$ cat config.mk
export PLATFORM = sky130hd
export DESIGN_NAME = led_channel_sequencer
export DESIGN_NICKNAME = d
export VERILOG_FILES = /design/src/rtl/led_channel_sequencer_pkg.sv /design/src/rtl/led_channel_sequencer_tick_prescaler.sv /design/src/rtl/led_channel_sequencer.sv
export SDC_FILE = /design/constraint.sdc
export NUM_CORES = 1
export LEC_CHECK = 0
export BUFFER_PORTS_ARGS = -buffer_cell sky130_fd_sc_hd__buf_2
export CAP_MARGIN = 40
export CORE_MARGIN = 8
export CORE_UTILIZATION = 38
export CTS_CLUSTER_DIAMETER = 100
export DETAILED_ROUTE_END_ITERATION = 16
export PLACE_DENSITY_LB_ADDON = 0.15
export SLEW_MARGIN = 10
export SYNTH_ARGS = -nofsm -noshare
export SYNTH_HDL_FRONTEND = slang
export SYNTH_SLANG_ARGS = --single-unit
export TNS_END_PERCENT = 50
$ cat constraint.sdc
create_clock -name clk -period 4.2 [get_ports clk]
set_clock_uncertainty 0.15 [all_clocks]
set_input_delay 1.26 -clock clk [delete_from_list [all_inputs] [get_ports clk]]
set_output_delay 1.26 -clock clk [all_outputs]
set_load 0.02 [all_outputs]
$ cat src/rtl/led_channel_sequencer_pkg.sv
// Shared LED channel mode encodings, used by the sequencer, the system top
// and the control logic that issues configuration writes.
package led_channel_sequencer_pkg;

    localparam int unsigned MODE_W = 2;

    typedef enum logic [MODE_W-1:0] {
        MODE_OFF   = 2'd0,
        MODE_ON    = 2'd1,
        MODE_BLINK = 2'd2,
        MODE_PULSE = 2'd3
    } led_mode_e;

    function automatic logic mode_is_active(input led_mode_e m);
        return (m == MODE_BLINK) || (m == MODE_PULSE);
    endfunction

endpackage

$ cat src/rtl/led_channel_sequencer_tick_prescaler.sv
// Free-running prescaler: pre_cnt wraps 0..PRESCALE-1, tick decoded from the
// registered count so it is a clean one-clock pulse every PRESCALE clocks.
module tick_prescaler #(
    parameter int unsigned PRESCALE = 50000
) (
    input  logic clk,
    input  logic rst,
    output logic tick
);

    localparam int unsigned CW = (PRESCALE > 2) ? $clog2(PRESCALE) : 1;
    localparam logic [CW-1:0] LAST = CW'(PRESCALE - 1);

    logic [CW-1:0] pre_cnt;

    always_ff @(posedge clk or negedge rst) begin
        if (!rst) begin
            pre_cnt <= '0;
        end else if (pre_cnt == LAST) begin
            pre_cnt <= '0;
        end else begin
            pre_cnt <= pre_cnt + CW'(1);
        end
    end

    assign tick = (pre_cnt == LAST);

endmodule

$ cat src/rtl/led_channel_sequencer.sv
// N_CH independently configured LED channels (off/on/blink/one-shot pulse)
// sharing one tick prescaler; periods are counted in ticks.
module led_channel_sequencer
    import led_channel_sequencer_pkg::*;
#(
    parameter  int unsigned CLK_FREQ = 50000000,
    parameter  int unsigned TICK_HZ  = 1000,
    parameter  int unsigned N_CH     = 4,
    parameter  int unsigned PW       = 16,
    localparam int unsigned CHW      = (N_CH > 1) ? $clog2(N_CH) : 1
) (
    input  logic              clk,
    input  logic              rst,
    input  logic              cfg_we,
    input  logic [CHW-1:0]    cfg_ch,
    input  logic [MODE_W-1:0] cfg_mode,
    input  logic [PW-1:0]     cfg_period,
    output logic              tick,
    output logic [N_CH-1:0]   led,
    output logic [N_CH-1:0]   active
);

    localparam int unsigned PRESCALE = CLK_FREQ / TICK_HZ;

    tick_prescaler #(
        .PRESCALE(PRESCALE)
    ) u_prescaler (
        .clk (clk),
        .rst (rst),
        .tick(tick)
    );

    for (genvar i = 0; i < N_CH; i++) begin : g_ch
        led_mode_e     mode;
        logic [PW-1:0] period;
        logic [PW-1:0] cnt;
        logic          led_r;
        logic          wr_hit;
        logic          at_end;
        led_mode_e     wr_mode;

        // Out-of-range channel numbers match no instance, so they are dropped here.
        assign wr_hit  = cfg_we && (cfg_ch == CHW'(i));
        assign wr_mode = led_mode_e'(cfg_mode);
        assign at_end  = (cnt == period - PW'(1));

        always_ff @(posedge clk or negedge rst) begin
            if (!rst) begin
                mode   <= MODE_OFF;
                period <= PW'(1);
                cnt    <= '0;
                led_r  <= 1'b0;
            end else if (wr_hit) begin
                // A write wins over a coincident tick and restarts the channel.
                mode   <= wr_mode;
                period <= (cfg_period == '0) ? PW'(1) : cfg_period;
                cnt    <= '0;
                led_r  <= (wr_mode != MODE_OFF);
            end else if (tick) begin
                unique case (mode)
                    MODE_BLINK: begin
                        if (at_end) begin
                            cnt   <= '0;
                            led_r <= ~led_r;
                        end else begin
                            cnt <= cnt + PW'(1);
                        end
                    end
                    MODE_PULSE: begin
                        if (at_end) begin
                            cnt   <= '0;
                            led_r <= 1'b0;
                            mode  <= MODE_OFF;
                        end else begin
                            cnt <= cnt + PW'(1);
                        end
                    end
                    default: ;
                endcase
            end
        end

        assign led[i]    = led_r;
        assign active[i] = mode_is_active(mode);
    end

endmodule

; ---- After elaboration in Yosys (flattened, before gate mapping)
; Index checks and enable logic that the tools add are counted.
[word_totals]
regBits = 156
latchBits = 0
mem_bits_rw = 0
romBits = 0
in_bits = 23
out_inout_bits = 9
wordCells = 155
memories = 0
[op_classes]
n_addsub = 9
mul = 0
div = 0
magnitude_cmp = 0
eq_ne = 24
n_shift = 0
muxes = 54
bitwise_logic = 4
n_reduce_logical = 47
[ops]
columns = cell, count
row1 = $mux W16, 18
row2 = $add A16 B1 Y16 const B, 5
row3 = $eq A16 B16 Y1, 4
row4 = $sub A16 B1 Y16 const B, 4
row5 = $reduce_bool A2 Y1, 17
row6 = $mux W2, 16
row7 = $ne A3 B3 Y1 const B, 8
row8 = $eq A2 B2 Y1 const B, 10
row9 = $eq A16 B16 Y1 const B, 1
row10 = $logic_not A16 Y1, 1
row11 = $mux W1, 16
row12 = $reduce_and A4 Y1, 4
row13 = $reduce_and A3 Y1, 4
row14 = $reduce_bool A3 Y1, 4
row15 = $pmux W1 S2, 4
row16 = $reduce_and A2 Y1, 4
row17 = $reduce_or A2 Y1, 4
row18 = $logic_and A1 B1 Y1, 4
row19 = $logic_or A1 B1 Y1, 4
row20 = $not A1 Y1, 4
row21 = $eq A2 B1 Y1 const B, 1
row22 = $logic_not A2 Y1, 1

; ---- Longest topological paths before layout
[logic_depth]
word_depth = 6
depth_mapped = 11
mapped_depth_nobuf = 10

; ---- Modules after synthesis
; A second synthesis with hierarchy kept.
[unflattened]
hier_cells = 1118
hier_area_um2 = 9352.7
[modules_own_cells]
columns = mod, instances, cells_each, area_each_um2, seq_area_each_um2
row1 = led_channel_sequencer, 1, 1050, 8602.0, 3508.4
row2 = tick_prescaler, 1, 68, 750.7, 400.4

; ---- Least setup slack after synthesis
; No wires, ideal clock.
[synth_timing]
kind = reg-to-reg
from = register g_ch[1].period[0]
to = register g_ch[1].led_r
setup_time_ns = 0.131
arrival_ns = 3.006
required_ns = 3.919
path_slack_ns = 0.913
path_stages_with_launch = 12
path_buffers = 1
synth_period_minus_slack_ns = 3.287
path_cell_list = dfstp_2 -> clkbuf_1 -> inv_1 -> ha_1 -> or3b_2 -> a2111o_1 -> a21oi_1 -> nor2_1 -> a211oi_1 -> nand4b_1 -> mux2i_1 -> or3_1
[synth_via]
elab_chain_len = 4
elab_cells_between_ends = 5
cone_classes = 1 x add/sub / 3 x eq/ne / 1 x reduce/logical
[synth_rtl]
columns = element, line
row1 = from (decl), led_channel_sequencer.sv:35  ; logic [PW-1:0] period;
row2 = from (signal assigned), led_channel_sequencer.sv:56  ; period <= (cfg_period == '0) ? PW'(1) : cfg_period;
row3 = $sub A16 B1 Y16 *, led_channel_sequencer.sv:45  ; assign at_end = (cnt == period - PW'(1));
row4 = $eq A16 B16 Y1 *, led_channel_sequencer.sv:45
row5 = $ne A3 B3 Y1 (no source line), -
row6 = $reduce_and A4 Y1 (no source line) *, -
row7 = to (signal assigned), led_channel_sequencer.sv:58  ; led_r <= (wr_mode != MODE_OFF);
row8 = to (signal assigned), led_channel_sequencer.sv:64  ; led_r <= ~led_r;
row9 = to (decl), led_channel_sequencer.sv:37  ; logic led_r;
; Mark *: on every way between the ends. The rest lies on a longest branch, timed or not.
; A chain may end at the register's enable or synchronous reset.

; ---- Worst setup path in the final report
[layout_timing]
from = register u_prescaler.pre_cnt[11]
to = output tick
[layout_via]
elab_chain_len = 1
[layout_rtl]
columns = element, line
row1 = from (decl), led_channel_sequencer_tick_prescaler.sv:14  ; logic [CW-1:0] pre_cnt;
row2 = from (signal assigned), led_channel_sequencer_tick_prescaler.sv:22  ; pre_cnt <= pre_cnt + CW'(1);
row3 = $eq A16 B16 Y1, led_channel_sequencer_tick_prescaler.sv:26  ; assign tick = (pre_cnt == LAST);
row4 = to (decl), led_channel_sequencer.sv:18  ; output logic tick,
; Every way passes these cells.

==> flow_metrics.py <==
metrics = {
    "status": {
        "status": "finished clean",
    },
    "sta": {
        "whs_ns": 0.312,
        "relSlewSlack_pct": 41.3,
        "fin_crit_ns": 3.68,
        "setup_slack_ns": 0.524,
        "report.final.slew_viol_count": 0,
        "hold_violations": 0,
        "fin_tns_setup_ns": 0,
        "rsz0062_at_grt": "false",
        "fmax_mhz": 272,
        "post-route-period-util_pct": 87.5,
        "finalSetupViolations": 0,
        "tightest_slew_ns": 0.872,
    },
    "logic_synthesis": {
        "synth_flop_cell": "dfrtp_1",
        "yosysWarnings": 0,
        "synth-seq-area-share_pct": 41.2,
        "synth_cells": 1134,
        "ys_top_cells_by_area": "dfrtp_1, nand2_1, xnor2_1, xor2_1, nor2_1",
        "synth_seq_cells": 156,
        "synth_top_area_cell": "dfrtp_1",
        "synth.avg_cell_area_um2": 8.37,
        "yosys-top-cells-count": "nand2_1, dfrtp_1, nor2_1",
        "async_flop_share_pct": 100,
        "synth_most_common_cell": "nand2_1",
        "synth_enable_flop_cells": 0,
        "synth.top_cell.area_share_pct": 40.1,
        "synth_cell_types": 82,
        "synthesis.area_um2": 9490,
        "syn_nets": 1166,
    },
    "route": {
        "drt_drc_violations_left": 0,
        "drt_iter0_drc": 555,
        "wl_mm": 25.4,
        "antenna_left": 0,
        "viasPerCell": 5.33,
        "dr_total_vias": 7931,
        "first_pass_iters": 4,
        "wl_per_cell_um": 17.1,
    },
    "floorplanning": {
        "start_util_pct": 38.1,
        "die_h_um": 174,
        "boundaryPins": 32,
        "core_area_um2": 24900,
        "die_w_um": 174,
        "die_area_um2": 30300,
        "num_rows": 58,
    },
    "critical_path": {
        "crit_start": "u_prescaler.pre_cnt[11]$_DFF_PN0_",
        "reg2reg_depth": 10,
        "critPathMaxFanout": 7,
        "endpoint_kind": "primary output",
        "critPathRequiredTime_ns": 2.79,
        "critPathKind": "reg2out",
        "crit_path_start_kind": "register",
        "cp_data_arrival_time_ns": 2.27,
        "r2r_start": "g_ch[2].period[1]$_DFFE_PN0P_",
    },
    "flow_run": {
        "drv_cap": 0,
    },
    "finish": {
        "fin_area_um2": 10600,
        "drive_above_1_share_pct": 9.84,
        "final_cells": 1488,
        "n_fill_cell": 2497,
        "area_growth_pct": 11.3,
        "layout.nets": 1177,
        "antenna_cells": 0,
        "final_core_util_pct": 42.5,
    },
    "placement": {
        "pre_cts_slack_ns": 0.700,
        "placed_area_um2": 9980,
        "io_buffers": 31,
        "place_inst": 1456,
        "globalplace.congestion": 0.837,
        "post-dp-hpwl_mm": 18.4,
    },
    "worst_hold_path": {
        "hp-class": "reg2reg",
        "min_from": "u_prescaler.pre_cnt[0]$_DFF_PN0_",
        "worstHoldPathCells": 1,
    },
    "global_route": {
        "grt_first_pass_wirelength_mm": 41.6,
        "grt-ovfl-total": 0,
        "grt_pass1_vias": 7723,
        "antenna_found_initial": 0,
        "grt_use_total_pct": 17.0,
        "grt_max_degree": 62,
    },
    "clocking": {
        "htree_levels": 4,
        "cts_resized": 0,
        "hold_buffers": 0,
        "clk_path_buf_depth": 2,
        "post_cts_buffers": 0,
        "numCtsBuffers": 17,
        "path_clk_slew_ns": 0.07,
        "clock-sinks": 156,
        "insertion_delay_ns": 0.44,
        "ctsRootBufferMaster": "clkbuf_16",
        "cts_tree": "built",
    },
    "power_and_ir_drop": {
        "power_density_nw_per_um2": 403,
        "p_leak_nw": 4.56,
        "ir_drop_mv": 0.237,
        "power_mw": 4.26,
    },
}
-- routing by layer --
layer | share of wire, % | vias up | track usage (%)
met5 | 0 | - | 0
met2 | 45 | 132 | 26.5
met3 | 4.5 | 18 | 4.06
li1 | - | 3950 | -
met4 | 1.1 | 0 | 4.35
met1 | 50 | 3831 | 23.2
-- area by class of cell --
| class | instances | area (um2) | area share, % |
|---|---|---|---|
| Clock buffer | 20 | 467 | 4.42 |
| Sequential cell | 156 | 3910 | 37.0 |
| Inverter | 25 | 93.8 | 0.888 |
| Timing Repair Buffer | 46 | 290 | 2.75 |
| Multi-Input combinational cell | 899 | 5270 | 49.9 |
| Tap cell | 330 | 413 | 3.91 |
| Clock inverter | 12 | 124 | 1.17 |
-- power breakdown --
group	internal (mW)	switching, mW
Combinational	0.356	0.476
Sequential	1.64	0.221
Clock	0.880	0.681
-- flip-flops by register name (all words and copies together), names as in the netlist --
name / flops
g_ch.mode: 8
g_ch.led_r: 4
g_ch.period: 64
g_ch.cnt: 64
u_prescaler.pre_cnt: 16
-- cell usage in the layout, fill, tap and decap left out, types with 6 or more instances in the layout --
master / netlist / final
a21oi_1: 27 / 27
and3_1: 24 / 24
buf_2: 4 / 30
buf_4: 4 / 13
clkbuf_16: 0 / 17
dfrtp_1: 152 / 152
ha_1: 9 / 9
inv_1: 25 / 25
inv_6: 0 / 6
nand2_1: 255 / 255
nand3_1: 49 / 49
nand3b_1: 6 / 6
nand4_1: 25 / 25
nor2_1: 101 / 101
nor2b_1: 10 / 10
nor3_1: 38 / 38
nor3b_1: 7 / 6
nor4_1: 26 / 25
o21ai_0: 39 / 39
o21ai_1: 8 / 8
or2_2: 6 / 6
or3_1: 12 / 12
xnor2_1: 71 / 71
xor2_1: 55 / 55
-- worst max-delay path: stages (launching register included) --
cell     delay (ns)
dfrtp_1        0.43
or4_1          0.64
nor4_2         0.31
buf_4          0.26
buf_2          0.19
-- worst paths after layout --
kind,end,slack (ns)
worst max-delay path,tick,0.52
min in group asynchronous,g_ch[0].cnt[13]$_DFFE_PN0P_,0.67
worst max register to register,g_ch[2].mode[0]$_DFFE_PN0P_,0.75
worst min-delay path,u_prescaler.pre_cnt[0]$_DFF_PN0_,0.31
max in group asynchronous,g_ch[2].period[0]$_DFFE_PN1P_,2.46
worst min register to register,u_prescaler.pre_cnt[0]$_DFF_PN0_,0.31
-- kinds of logic after synthesis --
logic type | share of synthesized area (%)
DFF | 41.2
muxes | 1.01
buffers and inverters | 3.41
AOI/OAI and AO/OA | 10.2
adders and majority gates | 1.29
and+or+nand+nor | 31.3
xor gates and xnor gates | 11.6
Note: power is estimated with default switching activity, not from simulation.
